## config.mk

```make
export PLATFORM = sky130hd
export DESIGN_NAME = zbt_acc_packer
export DESIGN_NICKNAME = d
export VERILOG_FILES = /design/src/rtl/zbt_acc_packer_pkg.sv /design/src/rtl/zbt_lane_acc.sv /design/src/rtl/zbt_acc_packer.sv
export SDC_FILE = /design/constraint.sdc
export NUM_CORES = 1
export LEC_CHECK = 0
export ABC_AREA = 1
export ABC_CLOCK_PERIOD_IN_PS = 2430
export CORE_UTILIZATION = 30
export CTS_CLUSTER_SIZE = 25
export DETAILED_ROUTE_END_ITERATION = 8
export HOLD_SLACK_MARGIN = 0.03
export PLACE_DENSITY = 0.42
export SLEW_MARGIN = 0
export SYNTH_ARGS = -nofsm -noshare
export SYNTH_HDL_FRONTEND = slang
export SYNTH_SLANG_ARGS = --single-unit
```

## constraint.sdc

```tcl
create_clock -name clock -period 2.43 [get_ports clock]
set_clock_uncertainty 0.1 [all_clocks]
set_input_delay 0.486 -clock clock [delete_from_list [all_inputs] [get_ports clock]]
set_output_delay 0.486 -clock clock [all_outputs]
set_load 0.01 [all_outputs]
```

## src/rtl/zbt_acc_packer_pkg.sv

```systemverilog
// rtl/zbt_acc_packer_pkg.sv - shared states, defaults and lane layout for the ZBT accumulator packer
package zbt_acc_packer_pkg;

   typedef enum logic [1:0] {
      IDLE   = 2'd0,
      ACCUM  = 2'd1,
      ROUND  = 2'd2,
      OUTPUT = 2'd3
   } state_t;

   localparam int ACC_W_DEF  = 22;
   localparam int SHIFT_DEF  = 7;
   localparam int MAX_TAPS   = 16;
   localparam int TAP_CNT_W  = 5;
   localparam int NUM_LANES  = 4;

   localparam int LANE_A_LSB = 24;
   localparam int LANE_B_LSB = 16;
   localparam int LANE_C_LSB = 8;
   localparam int LANE_D_LSB = 0;

   // Lane index 0 is A (most significant byte), 3 is D.
   function automatic int lane_lsb(input int lane);
      case (lane)
         0:       return LANE_A_LSB;
         1:       return LANE_B_LSB;
         2:       return LANE_C_LSB;
         default: return LANE_D_LSB;
      endcase
   endfunction

endpackage

```

## src/rtl/zbt_lane_acc.sv

```systemverilog
// rtl/zbt_lane_acc.sv - one lane: signed accumulate, round, shift and clip to an unsigned byte
module zbt_lane_acc
   import zbt_acc_packer_pkg::*;
#(
   parameter int ACC_W = ACC_W_DEF,
   parameter int SHIFT = SHIFT_DEF
) (
   input  logic        clock,
   input  logic        resetn,
   input  logic        load,
   input  logic        accum,
   input  logic        sub,
   input  logic        capture,
   input  logic [15:0] x_in,
   output logic [7:0]  byte_out,
   output logic        clip
);

   localparam logic [ACC_W:0] HALF = (ACC_W+1)'(1) << (SHIFT - 1);

   logic        [ACC_W-1:0] acc;
   logic        [ACC_W-1:0] x_ext;
   logic        [ACC_W-1:0] addend;
   logic signed [ACC_W:0]   biased;
   logic signed [ACC_W:0]   rounded;
   logic                    is_neg;
   logic                    is_big;
   logic        [7:0]       sat_byte;

   assign x_ext  = {{(ACC_W-16){1'b0}}, x_in};
   assign addend = sub ? (~x_ext + 1'b1) : x_ext;

   // One extra bit keeps the rounding bias from wrapping near the top of the range.
   assign biased  = $signed({acc[ACC_W-1], acc} + HALF);
   assign rounded = biased >>> SHIFT;
   assign is_neg  = rounded[ACC_W];
   assign is_big  = !is_neg && (|rounded[ACC_W-1:8]);

   always_comb begin
      sat_byte = rounded[7:0];
      if (is_neg) begin
         sat_byte = 8'h00;
      end else if (is_big) begin
         sat_byte = 8'hFF;
      end
   end

   always_ff @(posedge clock or negedge resetn) begin
      if (!resetn) begin
         acc      <= '0;
         byte_out <= '0;
         clip     <= 1'b0;
      end else begin
         if (load) begin
            acc <= addend;
         end else if (accum) begin
            acc <= acc + addend;
         end
         if (capture) begin
            byte_out <= sat_byte;
            clip     <= is_neg || is_big;
         end
      end
   end

endmodule

```

## src/rtl/zbt_acc_packer.sv

```systemverilog
// rtl/zbt_acc_packer.sv - four-lane multiply-accumulate packer feeding a ZBT writer with one 32-bit word per group
module zbt_acc_packer
   import zbt_acc_packer_pkg::*;
#(
   parameter int ACC_W = ACC_W_DEF,
   parameter int SHIFT = SHIFT_DEF
) (
   input  logic        clock,
   input  logic        resetn,
   input  logic        prod_valid,
   output logic        prod_ready,
   input  logic [15:0] a_in,
   input  logic [15:0] b_in,
   input  logic [15:0] c_in,
   input  logic [15:0] d_in,
   input  logic        sign_in,
   input  logic        last_in,
   output logic [31:0] word_out,
   output logic [3:0]  clip_out,
   output logic        tap_ovf,
   output logic        word_valid,
   input  logic        word_ready
);

   state_t                 state_q;
   state_t                 state_d;
   logic                   armed;
   logic [TAP_CNT_W-1:0]   tap_cnt;
   logic                   accept;
   logic                   lane_load;
   logic                   lane_accum;
   logic                   lane_capture;
   logic [15:0]            lane_x    [NUM_LANES];
   logic [7:0]             lane_byte [NUM_LANES];
   logic                   lane_clip [NUM_LANES];

   assign lane_x[0] = a_in;
   assign lane_x[1] = b_in;
   assign lane_x[2] = c_in;
   assign lane_x[3] = d_in;

   // armed holds prod_ready low until the first edge after reset release.
   always_ff @(posedge clock or negedge resetn) begin
      if (!resetn) begin
         armed <= 1'b0;
      end else begin
         armed <= 1'b1;
      end
   end

   always_ff @(posedge clock or negedge resetn) begin
      if (!resetn) begin
         state_q <= IDLE;
      end else begin
         state_q <= state_d;
      end
   end

   always_comb begin
      state_d      = state_q;
      prod_ready   = 1'b0;
      word_valid   = 1'b0;
      lane_capture = 1'b0;
      case (state_q)
         IDLE: begin
            prod_ready = armed;
            if (prod_valid && armed) begin
               state_d = last_in ? ROUND : ACCUM;
            end
         end
         ACCUM: begin
            prod_ready = armed;
            if (prod_valid && armed && last_in) begin
               state_d = ROUND;
            end
         end
         ROUND: begin
            lane_capture = 1'b1;
            state_d      = OUTPUT;
         end
         OUTPUT: begin
            word_valid = 1'b1;
            if (word_ready) begin
               state_d = IDLE;
            end
         end
         default: state_d = IDLE;
      endcase
   end

   assign accept     = prod_valid && prod_ready;
   assign lane_load  = accept && (state_q == IDLE);
   assign lane_accum = accept && (state_q == ACCUM);

   always_ff @(posedge clock or negedge resetn) begin
      if (!resetn) begin
         tap_cnt <= '0;
         tap_ovf <= 1'b0;
      end else begin
         if (lane_load) begin
            tap_cnt <= TAP_CNT_W'(1);
         end else if (lane_accum && (tap_cnt <= TAP_CNT_W'(MAX_TAPS))) begin
            tap_cnt <= tap_cnt + 1'b1;
         end
         if (lane_capture) begin
            tap_ovf <= (tap_cnt > TAP_CNT_W'(MAX_TAPS));
         end
      end
   end

   for (genvar i = 0; i < NUM_LANES; i++) begin : g_lane
      zbt_lane_acc #(
         .ACC_W (ACC_W),
         .SHIFT (SHIFT)
      ) u_lane (
         .clock    (clock),
         .resetn   (resetn),
         .load     (lane_load),
         .accum    (lane_accum),
         .sub      (sign_in),
         .capture  (lane_capture),
         .x_in     (lane_x[i]),
         .byte_out (lane_byte[i]),
         .clip     (lane_clip[i])
      );
   end

   always_comb begin
      word_out = '0;
      clip_out = '0;
      for (int i = 0; i < NUM_LANES; i++) begin
         word_out[lane_lsb(i) +: 8] = lane_byte[i];
         clip_out[NUM_LANES-1-i]    = lane_clip[i];
      end
   end

endmodule

```

==> metrics.yaml <==
outcome: "finished with violations"
violations: "setup timing"
hold_path_end: "g_lane[1].u_lane.acc[0]"
path_class: "in2reg"
port_buffers: 108
postSynthAreaPerCell_um2: 6.05
rsz0062_at_grt: "true"
std_cell_rows: 80
power.share.switching_pct: 48.8
place_inst: 3428
cts_tree: "yes"
slew_violations: 0
wl_per_cell_um: 16.3
path_cells: "buf_12 > inv_16 > ha_4 > nand3_4 > o21ai_4 > o21ai_4 > nor2_2 > xor2_1 > buf_4 > ha_4 > nand2_4 > inv_4 > nand2_4 > nor3_4 > nand2_1 > nand3_2 > xor2_1 > nand2_1 > a21oi_2"
path_delay_family: "simple AND/OR/NAND/NOR gates"
synth_fp_nets: 2581
ir_worst_vdd_uv: 852
place_hpwl_mm: 43.3
numCtsBuffers: 17
globalRoute.totalOverflow: 0
track_usage_pct: 23.2
coreArea_um2: 47600
nets: 3128
synthTopCellsByCount: "nand2_1 (782), inv_1 (289), nor2_1 (256)"
finalSetupViolCount: 17
syn_to_final_growth_pct: 69.4
grt_first_pass_wirelength_mm: 90.4
hold_depth: 4
finalWirelength_mm: 58.1
yosysTopAreaCell: "dfrtp_1"
multiInputGateArea_um2: 13800
synth_cell_types: 42
crit_slowest_cell: "ha_4"
clk-insertion-delay-late_ps: 460
cp-start-kind: "primary input"
diodes: 0
yosysWarnings: 0
drt-vias-per-instance: 4.84
fin_crit_ps: 2530
antenna_left: 0
ys.flop_type: "dfrtp_1"
grt_max_degree: 43
die_width_um: 222
die_h_um: 222
hold_path_startpoint: "b_in[0]"
via_count: 17300
maxCapViolations: 0
setup_ws_ps: -104
drtIter0Drc: 743
ys_seq_area_share_pct: 23.0
worst-path-max-fanout: 4
synth_edf_count: 0
max_freq_mhz: 395
finalNonFillerCells: 3567
worstPathRequired_ps: 2720
clk_path_buf_depth: 2
p_sw_w: 0.0134
netlist_top_cells_area: "dfrtp_1 (23%), nand2_1 (20%), ha_1 (9.8%)"
power_frac_seq_pct: 17.1
tns_ps: -789
fillers: 4767
ys_async_sr_fraction_pct: 100
hold_path_class: "in2reg"
reg2reg_to: "g_lane[0].u_lane.byte_out[3]"
synth-seq-cells: 133
antenna_found_initial: 0
power_frac_clock_pct: 9.8
cts_num_sinks: 133
dieArea_um2: 49200
clk_pin_slew_ps: 60
reg2reg_slack_ps: 200
num_io_pins: 109
leakage_nw: 11.9
hold_viol_final: 0
gp_congestion: 0.904
min_period_over_period_pct: 104
synth_top_area_share_pct: 23.0
drive_gt1_share_pct: 42.7
p_int_w: 0.0140
regArea_um2: 3330
rr_worst_depth: 10
synth_area_um2: 14500
p_per_area_nw_per_um2: 1120
htree_levels: 4
drc: 0
firstDrtPassIters: 5
cpPeakStageDelay_ps: 330
yosysMostFrequentCell: "nand2_1"
syn_inst: 2393
endpoint_kind: "flip-flop"
cp_num_buf_inv: 4
grt_pass1_vias: 17100
p_comb_share_pct: 73.1
crit_arrival_ps: 2820
clock-root-buffer: "clkbuf_16"
start_util_pct: 30.4
r2r_start: "g_lane[0].u_lane.acc[6]"
-- how the worst max path moves through the flow --
stage               cells past startpoint     from                        to
finish                                 19  b_in[1]  g_lane[1].u_lane.acc[13]
global route                           20  a_in[1]  g_lane[0].u_lane.acc[21]
CTS                                    20  b_in[1]  g_lane[1].u_lane.acc[21]
detailed placement                     19  c_in[1]  g_lane[2].u_lane.acc[19]
global placement                       18  a_in[1]  g_lane[0].u_lane.acc[19]
floorplan                              19  a_in[1]  g_lane[0].u_lane.acc[13]
-- layout by cell type, fill, tap and decap left out, types with 25 or more instances in the layout --
master | netlist | routed
o21ai_1 | 7 | 29
a21oi_4 | 0 | 26
clkbuf_2 | 0 | 28
buf_6 | 0 | 46
nand3_1 | 195 | 134
nor2_1 | 256 | 171
nor2_4 | 1 | 46
a21oi_2 | 0 | 51
nand4_1 | 42 | 42
nand2_4 | 0 | 60
nand3_2 | 2 | 49
inv_1 | 289 | 212
buf_4 | 4 | 415
ha_1 | 114 | 37
o21ai_0 | 141 | 84
o21ai_2 | 3 | 25
xor2_1 | 62 | 42
nand2_2 | 6 | 123
clkdlybuf4s50_1 | 0 | 44
ha_4 | 0 | 73
inv_2 | 1 | 57
nor2_2 | 11 | 51
dfrtp_1 | 133 | 131
nand2_1 | 782 | 603
a21oi_1 | 141 | 64
-- timing repair --
item	in CTS	in global routing
setup buffers	63	51
endpoints found under the hold margin	36	0
hold buffers	1	0
gates resized for setup	505	520
pin swaps	244	326
setup endpoints to repair	78	82
-- kinds of logic (layout without fill, tap and decap cells) --
logic type               Yosys count  after routing  synth area share [%]
adder cells (fa/ha/maj)          118            118                  10.4
flip-flops                       133            133                  23.0
XOR/XNOR                          93             93                  5.62
buffers and inverters            346            905                  9.12
AND/OR/NAND/NOR                 1359           1359                  39.2
AO/OA/AOI/OAI                    343            343                  12.7
other                              1              1                0.0259
-- tightest hold or removal path: stages --
cell	delay [ps]
buf_8	80
buf_4	100
nor2_1	30
o21ai_0	130
-- flip-flops by register name, indices dropped and copies added (netlist names) --
register and flops:
tap_ovf 1, armed 1, g_lane.u_lane.byte_out 32, g_lane.u_lane.acc 88, g_lane.u_lane.clip 4, tap_cnt 5
state_q 2
-- layout make-up --
cell class / instances / share of cell area (%)
Clock buffer: 21 / 1.92
Clock inverter: 10 / 0.428
Inverter: 291 / 4.99
Multi-Input combinational cell: 1914 / 56.1
Sequential cell: 133 / 13.6
Tap cell: 615 / 3.14
Timing Repair Buffer: 583 / 19.9
-- metrics by stage --
step | worst slack [ps] | hold WS, ps | power (W) | utilization [%] | area (um2)
floorplan | -179 | 90.4 | 0.0133 | - | 15200
global placement | -1220 | 360 | 0.0197 | 41.2 | 19700
detailed placement | -1270 | 362 | 0.0197 | 41.2 | 19700
CTS | -209 | 323 | 0.0246 | 47.0 | 22400
global route | -239 | 320 | 0.0297 | 51.5 | 24500
finish | -104 | 316 | 0.0274 | 51.5 | 24500
-- routing by layer --
layer / vias to the layer above / part of all wire, % / track usage, % / routed length [um]
met2: 260 / 48 / 39.0 / 27800
met5: - / 0 / 0 / 0
met3: 67 / 2.3 / 2.19 / 1330
met4: 0 / 2.3 / 7.71 / 1360
met1: 8122 / 48 / 31.1 / 27600
li1: 8811 / - / - / -
-- power groups by stage --
stage | logic, W | clock network (W) | registers (W)
floorplan | 0.00919 | 0 | 0.00415
global placement | 0.0151 | 0 | 0.00450
detailed placement | 0.0152 | 0 | 0.00452
CTS | 0.0172 | 0.00276 | 0.00463
global route | 0.0220 | 0.00284 | 0.00485
finish | 0.0200 | 0.00268 | 0.00469
(Power assumes the default switching activity.)
